### config.mk
export PLATFORM = sky130hd
export DESIGN_NAME = time_entry_ctrl_flat
export DESIGN_NICKNAME = d
export VERILOG_FILES = /design/src/rtl/time_entry_pkg.sv /design/src/rtl/time_entry_ctrl_if.sv /design/src/rtl/key_event.sv /design/src/rtl/time_entry_ctrl.sv /design/src/flat_wrapper.sv
export SDC_FILE = /design/constraint.sdc
export NUM_CORES = 1
export LEC_CHECK = 0
export CAP_MARGIN = 10
export CORE_MARGIN = 3
export CORE_UTILIZATION = 44
export CTS_CLUSTER_DIAMETER = 80
export CTS_CLUSTER_SIZE = 16
export DETAILED_ROUTE_END_ITERATION = 16
export PLACE_DENSITY = 0.69
export SLEW_MARGIN = 30
export SYNTH_ARGS = -nofsm -noshare
export SYNTH_HDL_FRONTEND = slang
export SYNTH_SLANG_ARGS = --single-unit
### constraint.sdc
create_clock -name clk -period 2.9 [get_ports clk]
set_input_delay 0.29 -clock clk [delete_from_list [all_inputs] [get_ports clk]]
set_output_delay 0.29 -clock clk [all_outputs]
set_load 0.02 [all_outputs]
### src/rtl/time_entry_pkg.sv
// Shared types, constants and helpers for the keypad time-entry controller.
package time_entry_pkg;

    // Each field is two packed BCD digits: tens in [7:4], ones in [3:0].
    localparam int BCD_W = 8;
    typedef logic [BCD_W-1:0] bcd_t;

    typedef enum logic [1:0] {
        S_IDLE,
        S_ENTRY,
        S_CHECK,
        S_DONE
    } state_t;

    // Upper limits for up to eight fields: field 0 (hours) tops out at 23,
    // every later field (minutes, seconds, ...) at 59.
    localparam logic [8*BCD_W-1:0] DEFAULT_FIELD_MAX = 64'h5959_5959_5959_5923;

    // BCD a <= b, comparing tens first and ones only when the tens match.
    function automatic logic bcd_le(input bcd_t a, input bcd_t b);
        if (a[7:4] != b[7:4]) return a[7:4] < b[7:4];
        return a[3:0] <= b[3:0];
    endfunction

endpackage

### src/rtl/time_entry_ctrl_if.sv
// Keypad-side and core-side signals of the time-entry controller.
interface time_entry_ctrl_if #(
    parameter int NUM_FIELDS = 3
);
    logic                    en;
    logic [9:0]              keypad;
    logic                    sharp;
    logic                    star;
    logic [8*NUM_FIELDS-1:0] disp_bcd;
    logic [8*NUM_FIELDS-1:0] set_bcd;
    logic [NUM_FIELDS-1:0]   field_sel;
    logic                    busy;
    logic                    complete;
    logic                    err;
    logic                    timeout;

    // Keypad scanner / host side.
    modport master (
        output en, keypad, sharp, star,
        input  disp_bcd, set_bcd, field_sel, busy, complete, err, timeout
    );

    // Controller side.
    modport slave (
        input  en, keypad, sharp, star,
        output disp_bcd, set_bcd, field_sel, busy, complete, err, timeout
    );
endinterface

### src/rtl/key_event.sv
// Turns raw key levels into single-cycle key events: a vector with exactly
// one key down, following a cycle with no key down at all.
module key_event (
    input  logic       clk,
    input  logic       rst,
    input  logic [9:0] keypad,
    input  logic       sharp,
    input  logic       star,
    output logic       evt_digit,
    output logic [3:0] evt_val,
    output logic       evt_sharp,
    output logic       evt_star
);
    logic [11:0] vec;
    logic [11:0] prev_q;
    logic        fire;

    assign vec  = {star, sharp, keypad};
    assign fire = $onehot(vec) && (prev_q == '0);

    // Remember last cycle's keys so a held key fires only once.
    always_ff @(posedge clk or negedge rst) begin
        // NOTE: registers take non-blocking assignments so every flop samples pre-edge values.
        if (!rst) prev_q <= '0;
        else      prev_q <= vec;
    end

    // One-hot digit key to its decimal value.
    always_comb begin
        // NOTE: default first so no path leaves evt_val unassigned (no latch).
        evt_val = '0;
        for (int d = 0; d < 10; d++) begin
            if (keypad[d]) evt_val = 4'(d);
        end
    end

    assign evt_digit = fire && (keypad != '0);
    assign evt_sharp = fire && sharp;
    assign evt_star  = fire && star;

endmodule

### src/rtl/time_entry_ctrl.sv
// Keypad time-entry controller: edits NUM_FIELDS two-digit BCD fields,
// range-checks each on '#', and publishes all of them only on full commit.
module time_entry_ctrl
    import time_entry_pkg::*;
#(
    parameter int                      NUM_FIELDS  = 3,
    parameter logic [8*NUM_FIELDS-1:0] FIELD_MAX   = DEFAULT_FIELD_MAX[8*NUM_FIELDS-1:0],
    parameter int unsigned             TIMEOUT_CYC = 50_000_000
) (
    input logic              clk,
    input logic              rst,
    time_entry_ctrl_if.slave bus
);
    localparam int               IDX_W      = (NUM_FIELDS > 1) ? $clog2(NUM_FIELDS) : 1;
    localparam logic [IDX_W-1:0] LAST_IDX   = IDX_W'(NUM_FIELDS - 1);
    localparam bcd_t [NUM_FIELDS-1:0] FMAX  = FIELD_MAX;
    localparam logic [31:0]      TIMER_LAST = TIMEOUT_CYC - 1;

    state_t                  state, state_next;
    logic                    en_q;
    logic [IDX_W-1:0]        idx;
    logic [1:0]              digit_cnt;
    logic [31:0]             idle_cnt;
    bcd_t [NUM_FIELDS-1:0]   work;
    bcd_t [NUM_FIELDS-1:0]   set_q;
    logic                    err_q, complete_q, timeout_q;

    logic                    evt_digit, evt_sharp, evt_star, evt_any;
    logic [3:0]              evt_val;
    logic                    field_ok, timer_hit;
    logic                    do_load, do_shift, do_clear, do_back;
    logic                    do_next, do_fail, do_commit, do_timeout;

    key_event u_key_event (
        .clk       (clk),
        .rst       (rst),
        .keypad    (bus.keypad),
        .sharp     (bus.sharp),
        .star      (bus.star),
        .evt_digit (evt_digit),
        .evt_val   (evt_val),
        .evt_sharp (evt_sharp),
        .evt_star  (evt_star)
    );

    assign evt_any = evt_digit | evt_sharp | evt_star;
    // A field with no digits typed keeps its loaded value and always passes.
    assign field_ok  = (digit_cnt == 2'd0) || bcd_le(work[idx], FMAX[idx]);
    assign timer_hit = (TIMEOUT_CYC != 0) && (idle_cnt == TIMER_LAST);

    // State register.
    always_ff @(posedge clk or negedge rst) begin
        if (!rst) state <= S_IDLE;
        else      state <= state_next;
    end

    // Next state and one-cycle action strobes for the datapath.
    always_comb begin
        state_next = state;
        do_load    = 1'b0;
        do_shift   = 1'b0;
        do_clear   = 1'b0;
        do_back    = 1'b0;
        do_next    = 1'b0;
        do_fail    = 1'b0;
        do_commit  = 1'b0;
        do_timeout = 1'b0;
        case (state)
            S_IDLE: begin
                if (bus.en && !en_q) begin
                    do_load    = 1'b1;
                    state_next = S_ENTRY;
                end
            end
            S_ENTRY: begin
                if (!bus.en) begin
                    state_next = S_IDLE;                 // silent abort
                end else if (evt_digit) begin
                    do_shift = 1'b1;
                end else if (evt_sharp) begin
                    state_next = S_CHECK;
                end else if (evt_star) begin
                    if (digit_cnt != 2'd0) do_clear = 1'b1;
                    else if (idx != '0)    do_back  = 1'b1;
                end else if (timer_hit) begin
                    do_timeout = 1'b1;
                    state_next = S_IDLE;
                end
            end
            S_CHECK: begin
                if (!field_ok) begin
                    do_fail    = 1'b1;
                    state_next = S_ENTRY;
                end else if (idx == LAST_IDX) begin
                    state_next = S_DONE;
                end else begin
                    do_next    = 1'b1;
                    state_next = S_ENTRY;
                end
            end
            S_DONE: begin
                do_commit  = 1'b1;
                state_next = S_IDLE;
            end
            default: state_next = S_IDLE;
        endcase
    end

    // Working/committed fields, field index, digit and idle counters, pulses.
    always_ff @(posedge clk or negedge rst) begin
        if (!rst) begin
            // NOTE: the field arrays are a few flops, so they are reset like any other register.
            en_q       <= 1'b0;
            idx        <= '0;
            digit_cnt  <= '0;
            idle_cnt   <= '0;
            work       <= '0;
            set_q      <= '0;
            err_q      <= 1'b0;
            complete_q <= 1'b0;
            timeout_q  <= 1'b0;
        end else begin
            en_q       <= bus.en;
            err_q      <= do_fail;
            complete_q <= do_commit;
            timeout_q  <= do_timeout;
            if (state == S_ENTRY) idle_cnt <= evt_any ? '0 : idle_cnt + 32'd1;
            if (do_load) begin
                work      <= set_q;
                idx       <= '0;
                digit_cnt <= '0;
                idle_cnt  <= '0;
            end
            if (do_shift) begin
                work[idx] <= {work[idx][3:0], evt_val};
                if (digit_cnt != 2'd2) digit_cnt <= digit_cnt + 2'd1;
            end
            if (do_clear || do_fail) begin
                work[idx] <= '0;
                digit_cnt <= '0;
            end
            if (do_back) idx <= idx - 1'b1;
            if (do_next) begin
                idx       <= idx + 1'b1;
                digit_cnt <= '0;
            end
            if (do_commit) set_q <= work;
        end
    end

    assign bus.busy      = (state == S_ENTRY) || (state == S_CHECK);
    assign bus.disp_bcd  = bus.busy ? work : set_q;
    assign bus.set_bcd   = set_q;
    assign bus.field_sel = (state == S_ENTRY) ? (NUM_FIELDS'(1) << idx) : '0;
    assign bus.complete  = complete_q;
    assign bus.err       = err_q;
    assign bus.timeout   = timeout_q;

endmodule
### src/flat_wrapper.sv
// flat-port wrapper written by rule: the top's interface ports become plain ports
module time_entry_ctrl_flat import time_entry_pkg::*;
#(
    parameter int                      NUM_FIELDS  = 3,
    parameter logic [8*NUM_FIELDS-1:0] FIELD_MAX   = DEFAULT_FIELD_MAX[8*NUM_FIELDS-1:0],
    parameter int unsigned             TIMEOUT_CYC = 50_000_000
)
  (clk, rst, bus_en, bus_keypad, bus_sharp, bus_star, bus_disp_bcd, bus_set_bcd, bus_field_sel, bus_busy, bus_complete, bus_err, bus_timeout);
  time_entry_ctrl_if #(.NUM_FIELDS(NUM_FIELDS)) bus_i ();
  input logic clk;
  input logic rst;
  input wire logic [$bits(bus_i.en)-1:0] bus_en;
  input wire logic [$bits(bus_i.keypad)-1:0] bus_keypad;
  input wire logic [$bits(bus_i.sharp)-1:0] bus_sharp;
  input wire logic [$bits(bus_i.star)-1:0] bus_star;
  output wire logic [$bits(bus_i.disp_bcd)-1:0] bus_disp_bcd;
  output wire logic [$bits(bus_i.set_bcd)-1:0] bus_set_bcd;
  output wire logic [$bits(bus_i.field_sel)-1:0] bus_field_sel;
  output wire logic [$bits(bus_i.busy)-1:0] bus_busy;
  output wire logic [$bits(bus_i.complete)-1:0] bus_complete;
  output wire logic [$bits(bus_i.err)-1:0] bus_err;
  output wire logic [$bits(bus_i.timeout)-1:0] bus_timeout;
  assign bus_i.en = bus_en;
  assign bus_i.keypad = bus_keypad;
  assign bus_i.sharp = bus_sharp;
  assign bus_i.star = bus_star;
  assign bus_disp_bcd = bus_i.disp_bcd;
  assign bus_set_bcd = bus_i.set_bcd;
  assign bus_field_sel = bus_i.field_sel;
  assign bus_busy = bus_i.busy;
  assign bus_complete = bus_i.complete;
  assign bus_err = bus_i.err;
  assign bus_timeout = bus_i.timeout;
  time_entry_ctrl #(.NUM_FIELDS(NUM_FIELDS), .FIELD_MAX(FIELD_MAX), .TIMEOUT_CYC(TIMEOUT_CYC)) u_core (.clk(clk), .rst(rst), .bus(bus_i));
endmodule
==> flow_summary.ini <==
[outcome]
status = finished, violations left
violations = hold timing, setup timing

[sta]
finClkSkew_ps = 9.81
finalCritPeriodShare_pct = 142
relSlewSlack_pct = 50.0
setup_viol = 63
maxSlewViolCount = 0
hold_viol = 38
clock.fmax_mhz = 242
setup_slack_ps = -1230
rsz0062_at_grt = true
period_minus_slack_ps = 4130
worstMarginPinSlew_ps = 744
whs_ps = -12.5
fin_setup_tns_ps = -71830

[clocking]
cts_buffers = 9
ctsHoldBuffers = 0
cts_root_buffer = clkbuf_16
clk-insertion-delay-late_ps = 350
htree_num_levels = 3
clkTransAtPathRegs_ps = 70
tritoncts = yes
clockBufferDepth = 2
cts.sinks = 102

[setup_path]
worst_setup_path_end_kind = flop
critPathBufInv = 10
r2r_cells = 10
critPathKind = in2reg
r2r-start = u_core.idx[0]
slowest_stage = fa_1
reg2reg_slack_ps = -140
r2r-end = u_core.idx[1]
max_stage_delay_ps = 500
arrival_ps = 4360
worst_ep_required_time_ps = 3130
start_kind = primary input
crit_path_max_fanout = 6
worstPathCellList = buf_8 -> inv_8 -> ha_4 -> inv_2 -> fa_1 -> inv_2 -> fa_1 -> inv_1 -> fa_1 -> inv_2 -> fa_2 -> inv_2 -> fa_1 -> and3b_1 -> nand4_1 -> buf_4 -> o31ai_4 -> buf_6 -> buf_8 -> a21oi_2 -> o21ai_1 -> o31ai_2
path_delay_family = adder cells

[synth]
synth_cell_types = 56
synth_mux_area_share_pct = 16.5
synth_top_area_share_pct = 41.9
ys_ff_latch = 102
yosysSeqAreaShare_pct = 41.9
syn_area_um2 = 6090
yosysTopAreaCell = dfrtp_1
synth_edf_count = 0
synthFlopType = dfrtp_1
syn-num-nets = 653
synth_compound_area_share_pct = 14.5
yosys.area_share.simple_pct = 16.4
async_flop_share_pct = 100
synth_top_family_by_area = multiplexers
synthAdderAreaFrac_pct = 6.41
synth_area_leaders = dfrtp_1 42%, mux2_2 12%, ha_1 4.1%, o21ai_0 4.0%, nand2_1 2.9%
syn_inst = 611
syn_area_per_cell_um2 = 9.97
yosys.area_share.xor_xnor_pct = 0.287
ys_warn_count = 0

[power_and_ir_drop]
p_int_mw = 2.88
power_mw = 4.27
p_switching_mw = 1.40
p_clk_share_pct = 29.2
p_leak_nw = 3.61
swShare_pct = 32.7
combPwrFrac_pct = 35.9
ir_drop_mv = 0.275
p_seq_share_pct = 35.0
powerDensity_nw_per_um2 = 510

[floorplan]
start_util_pct = 45.5
core_um2 = 13400
die_width_um = 124
die_area_um2 = 15300
std_cell_rows = 42
io_pins = 70
fp.dieH_um = 124

[placed_design]
hpwl_um = 11100
place_inst = 877
dp_worst_setup_slack_ps = -2200
gp_congestion = 0.875
place.port_buffers = 69

[grt]
grt_pass1_vias = 5499
grt_max_degree = 55
met3_usage_pct = 3.41
grt.overflow.total = 0
use_met2_pct = 36.8
grt_util_all_layers_pct = 23.3
antenna_found_initial = 0
grt.busiest_layer = met2
grt_first_pass_wirelength_um = 27900
grtUsageMet1_pct = 32.1

[layout]
drive_above_1_share_pct = 33.3
antenna_cells = 0
seqCellArea_um2 = 2550
final_cell_mix = 102 x dfrtp_1, 64 x mux2_2, 61 x clkdlybuf4s50_1
nNetsFinal = 772
post-route-util_pct = 62.5
fin_cells = 911
n_fill_cell = 1053
synthToLayoutAreaGrowth_pct = 37.5
final_common_cell = dfrtp_1
multiInputGateArea_um2 = 3740

[route]
vias = 5432
routed_wl_um = 17400
dr.pass1.iters = 5
routedWlPerCell_um = 19.1
viasPerCell = 5.96
ant_nets = 0
drc_errors = 0
drtIter0Drc = 433

[hold_path]
hold_class = in2async

[run]
cap_violations = 0
==> area by class of cell <==
cell class / count / area share, %
clock buffer: 13 / 3.11
clock inverter: 3 / 0.508
inverter: 29 / 1.45
multi-input combinational: 448 / 44.7
sequential: 102 / 30.5
tap: 176 / 2.63
timing repair buffer: 140 / 17.2
==> cell usage after synthesis, drive strengths merged (8+ instances only) <==
master  number
a21oi       17
a22oi       12
a31oi        8
and2        11
clkbuf      25
dfrtp      102
ha          20
inv         28
mux2        75
mux2i       16
nand2       47
nand2b      11
nand3       21
nand4        9
nor2        22
nor2b        9
nor3        12
nor4        11
o21ai       65
o22ai       10
o31ai       20
==> metrics by stage <==
stage	hold slack (ps)	area, µm²
after CTS	14.3	8250
after global placement	384	7420
after detailed placement	388	7420
after floorplan	-5.59	6240
after global routing	44.6	8380
final	-12.5	8380
==> worst max-delay path by stage <==
stage                              from             endpoint  slack, ps  cells past startpoint
after floorplan           bus_keypad[1]       u_core.work[7]      -1340                     18
after global placement    bus_keypad[1]       u_core.work[4]      -2070                     18
after detailed placement  bus_keypad[1]  u_core.idle_cnt[20]      -2200                     21
after CTS                 bus_keypad[1]      u_core.work[23]      -1280                     19
after global routing      bus_keypad[1]  u_core.idle_cnt[11]      -1360                     22
final                     bus_keypad[1]  u_core.idle_cnt[11]      -1230                     22
==> sequential cells by signal (all words and copies together), names as in the netlist, 2 cells and up <==
signal and flops:
u_core.idx 2, u_core.digit_cnt 2, u_core.idle_cnt 32, u_core.work 24, u_core.u_key_event.prev_q 12, u_core.bus.set_bcd 24, u_core.state 2
==> repair_timing <==
action | in CTS | in global routing
pin swaps | 33 | 19
endpoints found under the setup margin | 63 | 63
setup buffers | 14 | 3
cloned | 6 | 1
resized for setup | 85 | 34
==> cells by family (layout without fill, tap and decap cells) <==
group / Yosys count / in the layout
flops: 102 / 102
simple gates: 182 / 182
fa+ha+maj: 27 / 27
buf+inv: 61 / 185
mux: 91 / 91
xor+xnor: 2 / 2
compound gates: 146 / 146
==> power by group through the flow <==
stage	registers [mW]	clock network, mW	logic [mW]
floorplan	1.51	0	0.726
finish	1.50	1.25	1.53
global placement	1.52	0	0.988
detailed placement	1.52	0	1.03
global route	1.50	1.31	1.63
CTS	1.49	1.26	1.55
==> routing by layer <==
layer / part of all wire [%] / up-vias
met5: 0 / -
met4: 2.5 / 0
met3: 6.1 / 38
met2: 48 / 198
met1: 44 / 2710
li1: - / 2486
Note: power is estimated with default switching activity, not from simulation.
==> RTL change, RTL diff (same settings) <==
Make the reset (`rst`) synchronous in 3 clocked blocks.
--- a/src/rtl/key_event.sv
+++ b/src/rtl/key_event.sv
@@ -20,5 +20,5 @@
 
     // Remember last cycle's keys so a held key fires only once.
-    always_ff @(posedge clk or negedge rst) begin
+    always_ff @(posedge clk) begin
         // NOTE: registers take non-blocking assignments so every flop samples pre-edge values.
         if (!rst) prev_q <= '0;
--- a/src/rtl/time_entry_ctrl.sv
+++ b/src/rtl/time_entry_ctrl.sv
@@ -50,5 +50,5 @@
 
     // State register.
-    always_ff @(posedge clk or negedge rst) begin
+    always_ff @(posedge clk) begin
         if (!rst) state <= S_IDLE;
         else      state <= state_next;
@@ -108,5 +108,5 @@
 
     // Working/committed fields, field index, digit and idle counters, pulses.
-    always_ff @(posedge clk or negedge rst) begin
+    always_ff @(posedge clk) begin
         if (!rst) begin
             // NOTE: the field arrays are a few flops, so they are reset like any other register.
Function: differs if rst is asserted again (counterexample within 4 cycles, from zero or initial values and one cycle with rst low); with rst held inactive, the same outputs for 4 cycles.
==> RTL change against the original RTL <==
The flow finishes with violations (negative setup slack); design area down 8.1%; routed wire length down 10%; count of clock-buffer cells in the layout down 3; worst hold slack improved by 0.19 ns; setup slack lost 0.20 ns; area after synthesis down 9.2%; sequential cell count is the same; die area is 8.8% lower; highest routed layer unchanged.
Power is not compared: it rests on default switching activity, and its combinational part moved more than twofold at a synthesized area within 25%.
==> RTL change: results (changes against the original RTL) <==
metric,value,unit,change
status,"finished, violations left",,
violated checks,negative setup slack,,
ANT cells,0,,unchanged
Post-Syn Nets,655,,+0.31%
DRT Pass-1 Iters,5,,unchanged
DRT iter0 DRCs,293,,-32%
Least-Margin Pin Slew,0.8079,ns,+0.06409 ns
yosys warns,0,,unchanged
Place WS,-2.215,ns,-0.01973 ns
first-pass GRT wire length,25210,µm,-9.7%
final setup skew,0.009771,ns,-0.00003694 ns
Crit Path Max Fanout,5,,-1
"Most flops, register",u_core.idle_cnt,,
Post-DP HPWL,10050,µm,-9.6%
routed length per instance,17.39,µm,-8.9%
Vias,4982,,-8.3%
Synth area leaders,"dfxtp_1, mux2i_1, nor2_1, mux2_2, ha_1",,
max incr delay on CP,0.58,ns,+0.08 ns
layout cell share with drive strength beyond 1,24.35,%,-9.0 points
Post-synth top cells,"dfxtp_1, nor2_1, mux2i_1",,
antenna-violating nets left,0,,unchanged
max reg flops,32,,unchanged
CTS Buf Count,9,,unchanged
slowest CP cell,or4b_4,,
critical path arrival,4.54,ns,+0.18 ns
Root Buffer,clkbuf_16,,
leakage power,2.914,nW,
total grt overflow,0,,unchanged
# fillers,960,,-8.8%
clock transition at the registers of the reported paths,0.07,ns,about the same
Layout Nets,768,,-0.52%
RD Place Congestion,0.8798,,+0.58%
Synth Flop Type,dfxtp_1,,
Min-Delay Path Class,in2reg,,
largest net degree at the start of global routing,32,,-42%
Final Hold Vio Count,0,,-100%
final setup fails,63,,unchanged
H-tree levels,3,,unchanged
vias in the first global route,5082,,-7.6%
insertion delay of the later-clocked pin in the worst-skew pair,0.36,ns,
worst vdd ir,0.3305,mV,
Max Root-Sink Buffers,2,,unchanged
fraction of registers with async set/reset,0,%,-100 points
gr usage total,22.12,%,-1.2 points
post-synthesis sequential area ratio,36.91,%,-5.0 points
initial antenna violation count,0,,unchanged
PortBufs,69,,unchanged
post-synth cell types,55,,-1.8%
setup slack after layout,-1.430,ns,-0.1987 ns
Pins Over Slew Limit,0,,unchanged
-- RTL change: worst paths after layout --
| path | startpoint | to | slack, ns | cells past startpoint |
|---|---|---|---|---|
| setup / recovery | bus_keypad[1] | u_core.work[2] | -1.43 | 22 |
| hold reg to reg | u_core.state[1] | u_core.state[1] | 0.52 | 2 |
| hold / removal | bus_keypad[1] | u_core.u_key_event.prev_q[1] | 0.18 | 3 |
| setup reg to reg | u_core.idx[0] | u_core.work[4] | -0.25 | 12 |
-- RTL change: cells by family after synthesis --
family	share of synthesized area (%)
muxes	15.74
DFF	36.91
adders and majority gates	7.057
buffers and inverters	4.524
and+or+nand+nor	18.75
AOI/OAI and AO/OA	12.10
xor gates and xnor gates	4.908
-- RTL change: area by class of cell --
type                            instances  area share, %
Clock buffer                           10          3.106
Clock inverter                          6         0.8943
Inverter                               31          1.740
Multi-Input combinational cell        448          46.99
Sequential cell                       102          26.54
Tap cell                              168          2.732
Timing Repair Buffer                  134          18.00
-- RTL change: routing by layer --
layer | wire length (µm) | track usage (%) | part of all wire [%]
met1 | 6757 | 27.62 | 43
met2 | 7785 | 37.58 | 50
met3 | 776 | 4.998 | 5.0
met4 | 312 | 7.473 | 2.0
met5 | 0 | 0 | 0
-- RTL change: stage by stage --
stage / area (µm²) / cells / TNS (ns)
finish: 7695 / 899 / -77.62
global route: 7695 / 899 / -85.20
CTS: 7622 / 902 / -85.69
detailed placement: 6777 / 865 / -130.15
global placement: 6777 / 865 / -125.91
floorplan: 5634 / 613 / -74.77
-- RTL change: worst max-delay path: cells and delay by family --
kind	cells	cell delay, ns
adder cells (fa/ha/maj)	6	2.33
buffers and inverters	10	0.75
AND/OR/NAND/NOR	3	0.88
AO/OA/AOI/OAI	3	0.30
-- RTL change: power breakdown --
part | switching [mW] | total, mW | internal, mW | leakage (nW)
registers | 0.0116 | 1.43 | 1.42 | 0.825
clock network | 0.556 | 1.25 | 0.697 | 0.149
logic | 0.332 | 0.586 | 0.254 | 1.94
-- RTL change: repair_timing --
| action | in CTS | in global routing |
|---|---|---|
| buffers inserted | 18 | 7 |
| gates resized for setup | 80 | 49 |
| pin swaps | 41 | 37 |
| endpoints found under the setup margin | 63 | 63 |
| cloned | 5 | 1 |
